`src/rtl/ifu_fetch.sv`:
```
`timescale 1ns/1ps
// Instruction fetch unit: one outstanding memory request feeding a single-entry
// instruction register, with static branch prediction and flush/discard handling.
module ifu_fetch #(
   parameter logic [31:0] RESET_PC = 32'h0000_0000
) (
   input  logic        clk,
   input  logic        rst_n,
   output logic        ifu_req_valid,
   input  logic        ifu_req_ready,
   output logic [31:0] ifu_req_addr,
   input  logic        ifu_rsp_valid,
   output logic        ifu_rsp_ready,
   input  logic [31:0] ifu_rsp_instr,
   input  logic        ifu_rsp_err,
   input  logic        i_flush_req,
   input  logic [31:0] i_flush_pc,
   output logic        o_ir_valid,
   input  logic        o_ir_ready,
   output logic [31:0] o_instr,
   output logic [31:0] o_pc,
   output logic        o_prdt_taken,
   output logic        o_bus_err
);

   localparam int unsigned XLEN = 32;
   localparam int unsigned OPW  = 7;

   localparam logic [OPW-1:0] OPC_JAL    = 7'b1101111;
   localparam logic [OPW-1:0] OPC_BRANCH = 7'b1100011;

   typedef enum logic [1:0] {
      ST_IDLE = 2'd0,
      ST_REQ  = 2'd1,
      ST_WAIT = 2'd2,
      ST_HALT = 2'd3
   } state_e;

   typedef struct packed {
      logic [XLEN-1:0] instr;
      logic [XLEN-1:0] pc;
      logic            prdt;
      logic            bus_err;
   } ir_t;

   state_e          state_q,    state_d;
   logic [XLEN-1:0] fetch_pc_q, fetch_pc_d;
   logic            discard_q,  discard_d;
   logic            ir_valid_q, ir_valid_d;
   ir_t             ir_q,       ir_d;

   logic            req_fire;
   logic            rsp_fire;
   logic            rsp_load;
   logic [OPW-1:0]  opcode;
   logic [XLEN-1:0] j_imm;
   logic [XLEN-1:0] b_imm;
   logic [XLEN-1:0] pc_off;
   logic [XLEN-1:0] next_pc;
   logic            prdt_taken;

   function automatic logic [XLEN-1:0] word_align(input logic [XLEN-1:0] a);
      return a & ~XLEN'(3);
   endfunction

   assign req_fire = ifu_req_valid & ifu_req_ready;
   assign rsp_fire = ifu_rsp_valid & ifu_rsp_ready;
   // A response only reaches the IR when it is neither stale nor killed by a same-cycle flush
   assign rsp_load = rsp_fire & ~discard_q & ~i_flush_req;

   // Static prediction: jal and backward branches taken, everything else falls through
   always_comb begin
      opcode     = ifu_rsp_instr[OPW-1:0];
      j_imm      = {{12{ifu_rsp_instr[31]}}, ifu_rsp_instr[19:12], ifu_rsp_instr[20],
                    ifu_rsp_instr[30:21], 1'b0};
      b_imm      = {{20{ifu_rsp_instr[31]}}, ifu_rsp_instr[7], ifu_rsp_instr[30:25],
                    ifu_rsp_instr[11:8], 1'b0};
      prdt_taken = 1'b0;
      pc_off     = XLEN'(4);
      if (opcode == OPC_JAL) begin
         prdt_taken = 1'b1;
         pc_off     = j_imm;
      end else if ((opcode == OPC_BRANCH) && ifu_rsp_instr[31]) begin
         prdt_taken = 1'b1;
         pc_off     = b_imm;
      end
      next_pc = word_align(fetch_pc_q + pc_off);
   end

   // FSM state register
   always_ff @(posedge clk) begin
      if (!rst_n) begin
         state_q   <= ST_IDLE;
         discard_q <= 1'b0;
      end else begin
         state_q   <= state_d;
         discard_q <= discard_d;
      end
   end

   // FSM next state; a flush overrides every other event
   always_comb begin
      state_d   = state_q;
      discard_d = discard_q;
      if (i_flush_req) begin
         case (state_q)
            ST_IDLE, ST_HALT: state_d = ST_REQ;
            ST_REQ: begin
               if (req_fire) begin
                  state_d   = ST_WAIT;
                  discard_d = 1'b1;
               end else begin
                  state_d   = ST_REQ;
               end
            end
            ST_WAIT: begin
               if (rsp_fire) begin
                  state_d   = ST_REQ;
                  discard_d = 1'b0;
               end else begin
                  state_d   = ST_WAIT;
                  discard_d = 1'b1;
               end
            end
            default: state_d = ST_IDLE;
         endcase
      end else begin
         case (state_q)
            ST_IDLE: state_d = ST_REQ;
            ST_REQ: begin
               if (req_fire) state_d = ST_WAIT;
            end
            ST_WAIT: begin
               if (rsp_fire) begin
                  if (discard_q) begin
                     state_d   = ST_REQ;
                     discard_d = 1'b0;
                  end else if (ifu_rsp_err) begin
                     state_d   = ST_HALT;
                  end else begin
                     state_d   = ST_REQ;
                  end
               end
            end
            ST_HALT: state_d = ST_HALT;
            default: state_d = ST_IDLE;
         endcase
      end
   end

   // FSM outputs; a stale response is always drained regardless of IR occupancy
   always_comb begin
      ifu_req_valid = 1'b0;
      ifu_rsp_ready = 1'b0;
      if (rst_n) begin
         case (state_q)
            ST_REQ:  ifu_req_valid = 1'b1;
            ST_WAIT: ifu_rsp_ready = discard_q | ~ir_valid_q | o_ir_ready;
            default: ;
         endcase
      end
   end

   // Fetch PC and instruction register next values
   always_comb begin
      fetch_pc_d = fetch_pc_q;
      ir_valid_d = ir_valid_q & ~o_ir_ready;
      ir_d       = ir_q;
      if (i_flush_req) begin
         fetch_pc_d   = word_align(i_flush_pc);
         ir_valid_d   = 1'b0;
         ir_d.bus_err = 1'b0;
      end else if (rsp_load) begin
         ir_valid_d = 1'b1;
         if (ifu_rsp_err) begin
            ir_d = '{instr: '0, pc: fetch_pc_q, prdt: 1'b0, bus_err: 1'b1};
         end else begin
            ir_d       = '{instr: ifu_rsp_instr, pc: fetch_pc_q, prdt: prdt_taken, bus_err: 1'b0};
            fetch_pc_d = next_pc;
         end
      end
   end

   always_ff @(posedge clk) begin
      if (!rst_n) begin
         fetch_pc_q <= RESET_PC;
         ir_valid_q <= 1'b0;
         ir_q       <= '0;
      end else begin
         fetch_pc_q <= fetch_pc_d;
         ir_valid_q <= ir_valid_d;
         ir_q       <= ir_d;
      end
   end

   assign ifu_req_addr = fetch_pc_q;
   assign o_ir_valid   = ir_valid_q;
   assign o_instr      = ir_q.instr;
   assign o_pc         = ir_q.pc;
   assign o_prdt_taken = ir_q.prdt;
   assign o_bus_err    = ir_q.bus_err;

endmodule

```
`config.mk`:
```
export PLATFORM = sky130hd
export DESIGN_NAME = ifu_fetch
export DESIGN_NICKNAME = d
export VERILOG_FILES = /design/src/rtl/ifu_fetch.sv
export SDC_FILE = /design/constraint.sdc
export NUM_CORES = 1
export LEC_CHECK = 0
export CORE_ASPECT_RATIO = 0.6
export CORE_UTILIZATION = 48
export CTS_CLUSTER_DIAMETER = 200
export DETAILED_ROUTE_END_ITERATION = 10
export PLACE_DENSITY = 0.89
export REMOVE_ABC_BUFFERS = 1
export SKIP_CTS_REPAIR_TIMING = 1
export SLEW_MARGIN = 20
export SYNTH_ARGS = -nofsm -noshare
export SYNTH_HDL_FRONTEND = slang
export SYNTH_SLANG_ARGS = --single-unit
```
`constraint.sdc`:
```
create_clock -name clk -period 5 [get_ports clk]
set_input_delay 1 -clock clk [delete_from_list [all_inputs] [get_ports clk]]
set_output_delay 1 -clock clk [all_outputs]
set_load 0.01 [all_outputs]
```
==> results by group <==
Clocking
  • H-tree lvl count: 3
  • Clk root buf: clkbuf_16
  • CTS tree: yes
  • Max Buffers Root-to-Sink: 2
  • CTS buffer count: 9
  • Sink Count: 98
  • Worst-path clk slew: 70 ps
  • Worst skew pair latency: 350 ps

Worst setup path
  • CP startpoint kind: primary input
  • CP top delay family: simple AND/OR/NAND/NOR gates
  • Critical-path cell list: clkdlybuf4s50_1 -> nor2b_1 -> nand4_1 -> nand2b_1 -> mux2i_1 -> nor3_1 -> inv_1 -> fa_1 -> nor2b_1 -> o31ai_4 -> a21oi_1 -> a211o_1 -> a21oi_1 -> o2111a_1 -> a211o_1
  • CP arrival: roughly 4600 ps
  • Crit path buf inv count: 2
  • CP Class: in -> reg
  • Crit path max-delay cell type: clkdlybuf4s50_1
  • CP peak stage delay: 470 ps
  • Worst Path Required: ~5300 ps
  • Critical path capture point type: flop
  • CP max FO: 5

Detailed routing
  • Vias/cell: 5.69
  • Final wirelength: between 15,000 and 20,000 µm
  • Detail Route Antenna Nets: 0
  • Starting DRC count in detailed routing: 476
  • Routed via count: around 6,000
  • Routed WL per cell: 16.6 µm
  • DRC violations left: 0
  • Drt pass-1 iters: 7

Yosys
  • Post-synthesis sequential area ratio: 33.7%
  • Netlist cell types: 60
  • Ys Warns: 0
  • Syn_area_per_cell: 7.57 µm²
  • Post-synth EDFFs: 0
  • Synthesis-stage register bit count: 98
  • Synth Instances: 770
  • Synth Flop Type: dfxtp_1
  • Syn Std Cell Area: 5830 µm²
  • FFs w/ async S/R, synth: 0%

Pwr
  • VDD IR max: 0.174 mV
  • Leak: 2.96 nW
  • Pwr dens: 243 nW/µm²

Die
  • Standard-cell rows: 30
  • Chip Width: approximately 140 µm
  • Die ar.: 12,600 µm²
  • Initial core utilization: 50.4%
  • I/O pin count: 172
  • Die Ht: 87.3 µm
  • Core Box Area: between 10,000 and 15,000 µm²

Global routing
  • Global route overflow: 0
  • Grt met3 use: roughly 8.1%
  • Initial antenna violation count: 0
  • Gr usage total: between 20% and 30%
  • GR Util met1: roughly 40%
  • First-pass GRT wire length: around 28,000 µm
  • Vias in the first global route: 5,559
  • GRT busiest layer: met2
  • Largest net degree at the start of global routing: 49
  • Met2 Use GR: 43.5%

Finish
  • Fin util: 68.2%
  • Nets@finish: a little over 1,000
  • Synth-to-layout area growth: 35.4%
  • Diodes inserted: 0
  • Commonest non-fill, non-tap cells in the layout: clkdlybuf4s50_1 (165), nand2_1 (144), a21oi_1 (120), dfxtp_1 (98), nor2_1 (35)
  • Fill cell count: 970
  • Share of cells above drive strength 1: 4.50%
  • Storage element area: 1960 µm²
  • Commonest non-fill, non-tap cell in the layout: clkdlybuf4s50_1
  • Multi-input logic area: between 3000 and 4000 µm²

Place
  • DP HPWL: 13,100 µm
  • Port Buffers: about 170
  • Gpl congestion: 0.960

Outcome
  • Outcome: finished, final reports clean

STA
  • Max_slew headroom: 37.4%
  • TNS Setup: 0 ps
  • Final setup violation count: 0
  • Worst-Margin Slew: approximately 940 ps
  • Hold Vio Cnt, Final: 0
  • RSZ-0062 raised after global routing: no
  • Max Clk Rate: 230 MHz
  • Minimum clock period: ~4300 ps
  • Slew Viols, Final: 0
  • Period utilization: 86.9%
  • Setup Skew: 9.08 ps

Flow run
  • Max-cap viol count: 0

Worst hold path
  • Min-delay worst type: reg -> reg
## synthesized netlist by cell type, types with 2 or more instances
library cell    n  area [µm²]
a32oi_1         2        17.5
nor2_1         36         135
clkbuf_1       43         161
o21ai_0        30         150
a21oi_1       120         601
nor3_1         23         115
o21ai_1         7        35.0
nand3b_1       34         255
buf_4           4        30.0
nand2b_1        4        25.0
a221oi_1        2        17.5
dfxtp_1        98        1960
o211ai_1        3        22.5
nor2b_1         7        43.8
o221ai_1        2        17.5
a211oi_1       10        75.1
and2_1          9        56.3
nand2_1       145         544
buf_2           8        40.0
o22ai_1         8        50.1
o21a_1         10        75.1
nand3_1         9        45.0
xnor2_1         7        61.3
a21o_1         10        75.1
or3_1           6        37.5
inv_1          13        48.8
xor2_1         13         114
nand4_1         9        56.3
a31oi_1        11        68.8
ha_1           33         413
o211a_1         5        50.1
mux2i_1         4        40.0
o21bai_1        6        45.0
a211o_1         3        26.3
a211oi_2        2        25.0
and3_1         10        62.6
## state kept, by name, indices dropped and copies added, names as in the netlist
| name | cells |
|---|---|
| o_bus_err | 1 |
| o_pc | 30 |
| ifu_req_addr | 30 |
| o_instr | 32 |
| o_prdt_taken | 1 |
| o_ir_valid | 1 |
| discard_q | 1 |
| state_q | 2 |
## area by class of cell
type                    instances  area share (%)
clock buffers                  10            3.03
clock inverters                 5            1.00
inverters                      14           0.666
multi-input cells             605            45.5
flip-flops and latches         98            24.9
well taps                     160            2.54
repair buffers                180            22.4
## metal layers
metal | wire length (µm) | vias to the layer above
met1 | 8540 | 2832
met4 | 148 | 0
li1 | - | 3011
met2 | 7450 | 241
met3 | 1650 | 15
met5 | 0 | -
## worst register-to-register path, stage by stage, from the launching register on
cell,delay (ps)
dfxtp_1,370
inv_1,90
ha_1,280
nand3_1,150
nor3_1,480
nand2b_1,510
nor2_1,760
nand3b_1,220
a21oi_1,180
## through the flow
| step | std cells | worst slack [ps] | total power, mW | instance area [µm²] | hold WS (ps) |
|---|---|---|---|---|---|
| floorplan | 717 | 949 | 1.00 | 5590 | 476 |
| global placement | 1057 | 383 | 1.16 | 7570 | 437 |
| detailed placement | 1057 | 324 | 1.17 | 7570 | 445 |
| CTS | 1072 | 669 | 1.92 | 7890 | 453 |
| global route | 1072 | 257 | 1.98 | 7890 | 468 |
| finish | 1072 | 654 | 1.92 | 7890 | 452 |
## path summary, 6_finish.rpt
kind	slack, ps	depth (start not counted)	start	to
setup / recovery	650	15	ifu_rsp_instr[6]	ifu_req_addr[28]
hold / removal	450	2	o_instr[2]	o_instr[2]
setup reg to reg	1870	8	state_q[0]	ifu_req_addr[22]
hold reg to reg	450	2	o_instr[2]	o_instr[2]
## cells by family (layout without fill, tap and decap cells)
| kind of cell | Yosys count | count (layout) | share of synthesized area (%) |
|---|---|---|---|
| AND/OR/NAND/NOR | 297 | 297 | 24.2 |
| AO/OA/AOI/OAI | 244 | 244 | 25.5 |
| flip-flops | 98 | 98 | 33.7 |
| buffers and inverters | 70 | 209 | 5.07 |
| adder cells (fa/ha/maj) | 34 | 34 | 7.43 |
| XOR/XNOR | 20 | 20 | 3.01 |
| multiplexers | 6 | 6 | 1.07 |
| other | 1 | 4 | 0.0644 |
## where the power goes
part,internal [mW],leakage [nW],switching (mW)
logic,0.159,2.01,0.161
registers,0.805,0.797,0.0291
clock network,0.449,0.158,0.313
total,1.41,2.96,0.503
Note: power is estimated with default switching activity, not from simulation.
